### src/rtl/uart_host.sv
// 32-bit word <-> 8N1 serial link, 4 bytes MSB-byte first, BITCYC clocks per bit.
// TX start bit follows accept by one cycle, tx_ready low until word and gap finish; rx_valid one cycle after last stop sample.
module uart_host #(
  parameter int BITCYC   = 1,
  parameter int WORD_GAP = 0
) (
  input  logic        clk,
  input  logic        rst,
  input  logic [31:0] tx_word,
  input  logic        tx_valid,
  output logic        tx_ready,
  output logic        txd,
  input  logic        rxd,
  output logic [31:0] rx_word,
  output logic        rx_valid,
  output logic        rx_frame_err,
  output logic        tx_busy
);

  localparam logic [7:0]  BIT_LAST = 8'(BITCYC - 1);
  localparam logic [7:0]  BIT_MID  = 8'((BITCYC - 1) / 2);
  localparam logic [15:0] GAP_LAST = 16'(WORD_GAP - 1);

  typedef enum logic [2:0] {TX_IDLE, TX_START, TX_DATA, TX_STOP, TX_GAP} tx_state_t;
  typedef enum logic [2:0] {RX_IDLE, RX_START, RX_DATA, RX_STOP, RX_WAITHI} rx_state_t;

  tx_state_t   tx_state, tx_next;
  logic [7:0]  tx_cyc;
  logic [2:0]  tx_bit;
  logic [1:0]  tx_byte;
  logic [15:0] tx_gap;
  logic [31:0] tx_sh;
  logic [7:0]  tx_cur;
  logic        tx_bit_end;

  assign tx_bit_end = (tx_cyc == BIT_LAST);
  assign tx_cur     = tx_sh[31:24];

  always_ff @(posedge clk) begin
    if (rst) tx_state <= TX_IDLE;
    else     tx_state <= tx_next;
  end

  always_comb begin
    tx_next = tx_state;
    case (tx_state)
      TX_IDLE:  if (tx_valid) tx_next = TX_START;
      TX_START: if (tx_bit_end) tx_next = TX_DATA;
      TX_DATA:  if (tx_bit_end && tx_bit == 3'd7) tx_next = TX_STOP;
      TX_STOP: begin
        if (tx_bit_end) begin
          if (tx_byte != 2'd3)    tx_next = TX_START;
          else if (WORD_GAP == 0) tx_next = TX_IDLE;
          else                    tx_next = TX_GAP;
        end
      end
      TX_GAP:   if (tx_gap == GAP_LAST) tx_next = TX_IDLE;
      default:  tx_next = TX_IDLE;
    endcase
  end

  // Outputs are forced to their reset values combinationally so they hold while rst is high.
  always_comb begin
    txd = 1'b1;
    case (tx_state)
      TX_START: txd = 1'b0;
      TX_DATA:  txd = tx_cur[tx_bit];
      default:  txd = 1'b1;
    endcase
    if (rst) txd = 1'b1;
    tx_ready = (tx_state == TX_IDLE) && !rst;
    tx_busy  = (tx_state != TX_IDLE) && !rst;
  end

  always_ff @(posedge clk) begin
    if (rst) begin
      tx_cyc  <= '0;
      tx_bit  <= '0;
      tx_byte <= '0;
      tx_gap  <= '0;
      tx_sh   <= '0;
    end else begin
      if (tx_state == TX_IDLE || tx_state == TX_GAP || tx_bit_end) tx_cyc <= '0;
      else                                                         tx_cyc <= tx_cyc + 8'd1;
      if (tx_state == TX_DATA && tx_bit_end) tx_bit <= tx_bit + 3'd1;
      if (tx_state == TX_STOP && tx_bit_end) begin
        tx_byte <= tx_byte + 2'd1;
        tx_sh   <= {tx_sh[23:0], 8'h00};
      end
      tx_gap <= (tx_state == TX_GAP) ? tx_gap + 16'd1 : 16'd0;
      if (tx_state == TX_IDLE && tx_valid) begin
        tx_sh   <= tx_word;
        tx_byte <= '0;
        tx_bit  <= '0;
      end
    end
  end

  rx_state_t   rx_state, rx_next;
  logic [7:0]  rx_cyc;
  logic [2:0]  rx_bit;
  logic [7:0]  rx_sh;
  logic [1:0]  rx_slot;
  logic [23:0] rx_acc;
  logic [31:0] rx_word_q;
  logic        rx_valid_q, rx_err_q;
  logic        rx_mid, rx_end;

  assign rx_mid = (rx_cyc == BIT_MID);
  assign rx_end = (rx_cyc == BIT_LAST);

  always_ff @(posedge clk) begin
    if (rst) rx_state <= RX_IDLE;
    else     rx_state <= rx_next;
  end

  // The falling edge is cycle 0 of the start bit; with one cycle per bit it is also its sample.
  always_comb begin
    rx_next = rx_state;
    case (rx_state)
      RX_IDLE:   if (!rxd) rx_next = (BITCYC == 1) ? RX_DATA : RX_START;
      RX_START: begin
        if (rx_mid && rxd) rx_next = RX_IDLE;
        else if (rx_end)   rx_next = RX_DATA;
      end
      RX_DATA:   if (rx_end && rx_bit == 3'd7) rx_next = RX_STOP;
      RX_STOP:   if (rx_mid) rx_next = rxd ? RX_IDLE : RX_WAITHI;
      RX_WAITHI: if (rxd) rx_next = RX_IDLE;
      default:   rx_next = RX_IDLE;
    endcase
  end

  always_ff @(posedge clk) begin
    if (rst) begin
      rx_cyc     <= '0;
      rx_bit     <= '0;
      rx_sh      <= '0;
      rx_slot    <= '0;
      rx_acc     <= '0;
      rx_word_q  <= '0;
      rx_valid_q <= 1'b0;
      rx_err_q   <= 1'b0;
    end else begin
      rx_valid_q <= 1'b0;
      rx_err_q   <= 1'b0;
      case (rx_state)
        RX_IDLE: begin
          rx_cyc <= (BITCYC == 1) ? 8'd0 : 8'd1;
          rx_bit <= '0;
        end
        RX_START, RX_DATA, RX_STOP: rx_cyc <= rx_end ? 8'd0 : rx_cyc + 8'd1;
        default: rx_cyc <= '0;
      endcase
      if (rx_state == RX_DATA && rx_mid) rx_sh  <= {rxd, rx_sh[7:1]};
      if (rx_state == RX_DATA && rx_end) rx_bit <= rx_bit + 3'd1;
      if (rx_state == RX_STOP && rx_mid) begin
        if (rxd) begin
          rx_slot <= rx_slot + 2'd1;
          rx_acc  <= {rx_acc[15:0], rx_sh};
          if (rx_slot == 2'd3) begin
            rx_word_q  <= {rx_acc, rx_sh};
            rx_valid_q <= 1'b1;
          end
        end else begin
          rx_slot  <= '0;
          rx_err_q <= 1'b1;
        end
      end
    end
  end

  assign rx_valid     = rx_valid_q && !rst;
  assign rx_frame_err = rx_err_q && !rst;
  assign rx_word      = rst ? 32'h0 : rx_word_q;

endmodule

### config.mk
export PLATFORM = sky130hd
export DESIGN_NAME = uart_host
export DESIGN_NICKNAME = d
export VERILOG_FILES = /design/src/rtl/uart_host.sv
export SDC_FILE = /design/constraint.sdc
export NUM_CORES = 1
export LEC_CHECK = 0
export CORE_AREA = 2 2 107 109
export DETAILED_ROUTE_END_ITERATION = 10
export DIE_AREA = 0 0 109 111
export PLACE_DENSITY = 0.78
export REMOVE_ABC_BUFFERS = 1
export SLEW_MARGIN = 30
export SYNTH_ARGS = -nofsm -noshare
export SYNTH_HDL_FRONTEND = slang
export SYNTH_SLANG_ARGS = --single-unit
### constraint.sdc
create_clock -name clk -period 3.45 [get_ports clk]
set_input_delay 0.69 -clock clk [delete_from_list [all_inputs] [get_ports clk]]
set_output_delay 0.69 -clock clk [all_outputs]
set_load 0.01 [all_outputs]
# Word level (Yosys, flattened, before mapping)
# Cells that the tools add are included.
# W data, S select, Z words.
[word_totals]
reg_bits = 146
latchBits = 0
mem_bits_rw = 0
mem_bits_ro = 0
memories = 0
[op_classes]
add_sub_neg = 7
n_mul = 0
div = 0
magnitude_cmp = 1
n_eq_ne = 23
n_shift = 0
mux = 27
bitwise = 4
reduce_logical = 33
[ops]
columns = ["operator", "count"]
rows = [
  ["$mux W32", 3],
  ["$mux W3", 14],
  ["$pmux W3 S5", 2],
  ["$ne A2 B2 Y1 const B", 10],
  ["$add A16 B1 Y16 const B", 1],
  ["$add A8 B1 Y8 const B", 2],
  ["$eq A16 B16 Y1 const B", 1],
  ["$logic_not A8 Y1", 2],
  ["$eq A3 B2 Y1 const B", 4],
  ["$eq A3 B3 Y1 const B", 4],
  ["$logic_and A1 B1 Y1", 12],
  ["$reduce_and A5 Y1", 2],
  ["$reduce_or A3 Y1", 3],
  ["$reduce_or A2 Y1", 4],
  ["$add A3 B1 Y3 const B", 2],
  ["$eq A3 B1 Y1 const B", 2],
  ["$logic_not A3 Y1", 2],
  ["$mux W1", 5],
  ["$add A2 B1 Y2 const B", 2],
  ["$lt A3 B4 Y1 const B", 1],
  ["$not A1 Y1", 4],
  ["$reduce_bool A2 Y1", 2],
  ["$bmux W1 S3", 1],
  ["$ne A3 B3 Y1 const B", 1],
  ["other kinds (8)", 9],
]

# Logic depth before layout (Yosys ltp)
[logic_depth]
word_depth = 4
ltp_mapped = 8
mapped_depth_nobuf = 6

# Worst setup path after synthesis
# Ideal clock, no wire load.
[synth_path]
kind = "input to output"
start = "input port rst"
end = "output port txd"
arrival_ns = 1.572
t_required_ns = 2.760
path_slack_ns = 1.188
stages = 5
cell_sequence = "clkbuf_1 -> inv_1 -> clkbuf_1 -> clkbuf_1 -> a31oi_1"
[synth_via]
elab_chain_len = 1
[synth_lines]
columns = ["element", "line_no", "rtl"]
rows = [
  ["start, declared", "8", "input logic rst,"],
  ["$mux W1", "70", "if (rst) txd = 1'b1;"],
  ["end, declared", "12", "output logic txd,"],
]
# No other way between the ends.

# Worst setup path in the final report
[layout_path]
start = "register tx_bit[0]"
end = "output port txd"
[layout_via]
elab_chain_len = 4
[layout_lines]
columns = ["element", "line_no", "rtl"]
rows = [
  ["start, declared", "29", "logic [2:0] tx_bit;"],
  ["start signal, assigned", "85", "if (tx_state == TX_DATA && tx_bit_end) tx_bit <= tx_bit + 3'd1;"],
  ["$bmux W1 S3", "67", "TX_DATA: txd = tx_cur[tx_bit];"],
  ["$mux W1 (not written as such)", "67", ""],
  ["$pmux W1 S2", "65", "case (tx_state)"],
  ["$mux W1", "70", ""],
]
# No other way between the ends. The select of a mux whose other input is x is not followed.

==> impl_metrics.tcl <==
set metrics [dict create \
    synth_ff_type "dfxtp_1" \
    grt_pass1_vias 4366 \
    maxUsedRoutingLayer "met4" \
    start_util_pct 48.8 \
    fp-row-count 39 \
    io_buffers 72 \
    fillers 974 \
    met3WireLength_um 459 \
    grt_max_degree 54 \
    regArea_mm2 0.00258 \
    syn_area_per_cell_um2 8.51 \
    gp_congestion 0.782 \
    cts_resized 0 \
    antenna_found_initial 0 \
    chipWidth_um 109 \
    final.period_utilization_pct 80.7 \
    htreeDepth 4 \
    fin_util_pct 61.4 \
    finClkSkew_ns 0.0154 \
    ys_seq_area_share_pct 47.8 \
    ys_ff_latch 129 \
    yosys-top-cells-area "dfxtp_1 48%, nand2_1 9.4%, mux2i_1 6.9%" \
    max_stage_delay_ns 0.52 \
    drc_errors 0 \
    syn2layout_area_growth_pct 25.9 \
    ir_drop_uv 429 \
    rsz0062_at_grt "false" \
    critPathMaxFanout 4 \
    viasPerCell 5.29 \
    crit_slowest_cell "mux4_2" \
    fin_crit_ns 2.78 \
    grt_pass1_wl_um 19500 \
    maxSlewViolCount 0 \
    vias 4499 \
    critPathKind "reg -> out" \
    grt_overflow 0 \
    layout_commonest_cell "nand2_1" \
    crit_path_cell_trace "mux4_2 > mux2i_1 > a31oi_1 > clkdlybuf4s50_1" \
    hold_viol_final 0 \
    synthArstFlopShare_pct 0 \
    layout.nets 745 \
    ys_warn_count 0 \
    p_leak_nw 2.73 \
    power.density_mw_per_mm2 591 \
    core_area_mm2 0.0111 \
    drt_iter0_drc 237 \
    diodes 0 \
    first_pass_iters 4 \
    dr_wl_met2_um 5840 \
    hp-class "reg -> reg" \
    cts_hold_buf 0 \
    worstPathArrival_ns 2.09 \
    final_cell_mix "135 x nand2_1, 129 x dfxtp_1, 71 x clkdlybuf4s50_1" \
    wl_per_cell_um 13.8 \
    postSynthCellCount 635 \
    maxCapViolCount 0 \
    met1Wirelength_um 5340 \
    crit_path_start_kind "flop" \
    synth_top_cell_area_share_pct 47.8 \
    root_buffer "clkbuf_16" \
    rrSetupSlack_ns 1.18 \
    drive_above_1_share_pct 7.91 \
    setup_viol 0 \
    synth_cell_types 39 \
    tightest_slew_ns 0.661 \
    status "complete, no violations" \
    synthesis.area_mm2 0.00541 \
    synth_top_cell_by_area "dfxtp_1" \
    postRouteAntennaNets 0 \
    fin_setup_tns_ns 0 \
    dieArea_mm2 0.0121 \
    hold_slack_ns 0.449 \
    clock_latency_ns 0.42 \
    multi_input_area_mm2 0.00259 \
    crit_required_ns 2.76 \
    crit_path_end_kind "output port" \
    grt_usage_pct 20.1 \
    cts_buffer_depth 2 \
    wirelength_um 11700 \
    maxSlewHeadroom_pct 56.0 \
    numCtsBuffers 17 \
    path_clk_slew_ns 0.06 \
    dp_hpwl_um 7610 \
    die-height_um 111 \
    cts.sinks 129 \
    cts_setup_buffers 0 \
    cts_tree "yes" \
    ios 73 \
    max_freq_ghz 0.359 \
    synth_edf_count 0 \
]
## cell families (layout without fill, tap and decap cells)
family / count (synthesis) / count (layout) / synth area share [%]
simple gates: 276 / 276 / 23.6
compound gates: 104 / 104 / 10.8
fa+ha+maj: 14 / 14 / 3.24
flops: 129 / 129 / 47.8
buf+inv: 57 / 130 / 4.31
mux: 39 / 39 / 7.69
xor+xnor: 16 / 16 / 2.59
## final timing paths
check / from / endpoint / depth (start not counted)
min reg2reg: rx_acc[22]$_SDFFE_PP0P_ / rx_word_q[30]$_SDFFE_PP0P_ / 2
max: tx_bit[0]$_SDFFE_PP0P_ / txd / 4
min: rx_acc[22]$_SDFFE_PP0P_ / rx_word_q[30]$_SDFFE_PP0P_ / 2
max reg2reg: tx_cyc[0]$_SDFF_PP0_ / tx_byte[1]$_SDFFE_PP0P_ / 7
## flip-flops by register name (all words and copies together) (netlist names)
register	flops
rx_word_q	32
tx_sh	32
rx_acc	24
rx_cyc	8
rx_sh	8
tx_cyc	8
rx_bit	3
rx_state	3
tx_bit	3
rx_slot	2
tx_byte	2
tx_state	2
rx_err_q	1
rx_valid_q	1
## critical path, delay by kind of cell (launching register included)
kind	cells	cell delay (ns)
multiplexers	2	0.67
flip-flops	1	0.41
AO/OA/AOI/OAI	1	0.10
buffers and inverters	1	0.49
## power breakdown
group          switching (mW)  internal [mW]  leakage (nW)
registers              0.0782           1.62          1.05
logic                   0.329          0.241          1.39
clock network           0.656           1.10         0.293
total                    1.06           2.96          2.73
## routing by layer
metal / GRT usage (%) / vias to the layer above
met2: 34.0 / 83
met1: 24.5 / 2151
li1: - / 2254
met4: 6.75 / 0
met5: 0 / -
met3: 5.17 / 11
## final cells by class
| cell class | instances | share of cell area (%) |
|---|---|---|
| flip-flops and latches | 129 | 37.9 |
| multi-input cells | 449 | 38.1 |
| clock buffers | 19 | 6.66 |
| inverters | 13 | 0.717 |
| repair buffers | 85 | 12.0 |
| well taps | 143 | 2.63 |
| clock inverters | 13 | 2.00 |
## cell usage after synthesis, types with 2 or more instances
cell        n
a211oi_1    2
a21oi_1    45
a31oi_1    25
and2_1      3
and3_1      8
buf_2       9
buf_4       2
clkbuf_1   33
dfxtp_1   129
ha_1       14
inv_1      13
mux2i_1    37
mux4_2      2
nand2_1   135
nand3_1    15
nand4_1     4
nor2_1     50
nor2b_1    37
nor3_1     11
o21ai_0    26
or2_2       3
xnor2_1     5
xor2_1     11
## through the flow
stage / setup WS [ns] / area [um2] / cells / power, mW
after global routing: 0.561 / 6810 / 851 / 4.19
after CTS: 0.644 / 6810 / 851 / 4.05
final: 0.666 / 6810 / 851 / 4.02
after global placement: 0.784 / 6220 / 819 / 2.26
after detailed placement: 0.756 / 6220 / 819 / 2.29
after floorplan: 1.38 / 5220 / 591 / 2.07
(Power assumes the default switching activity.)
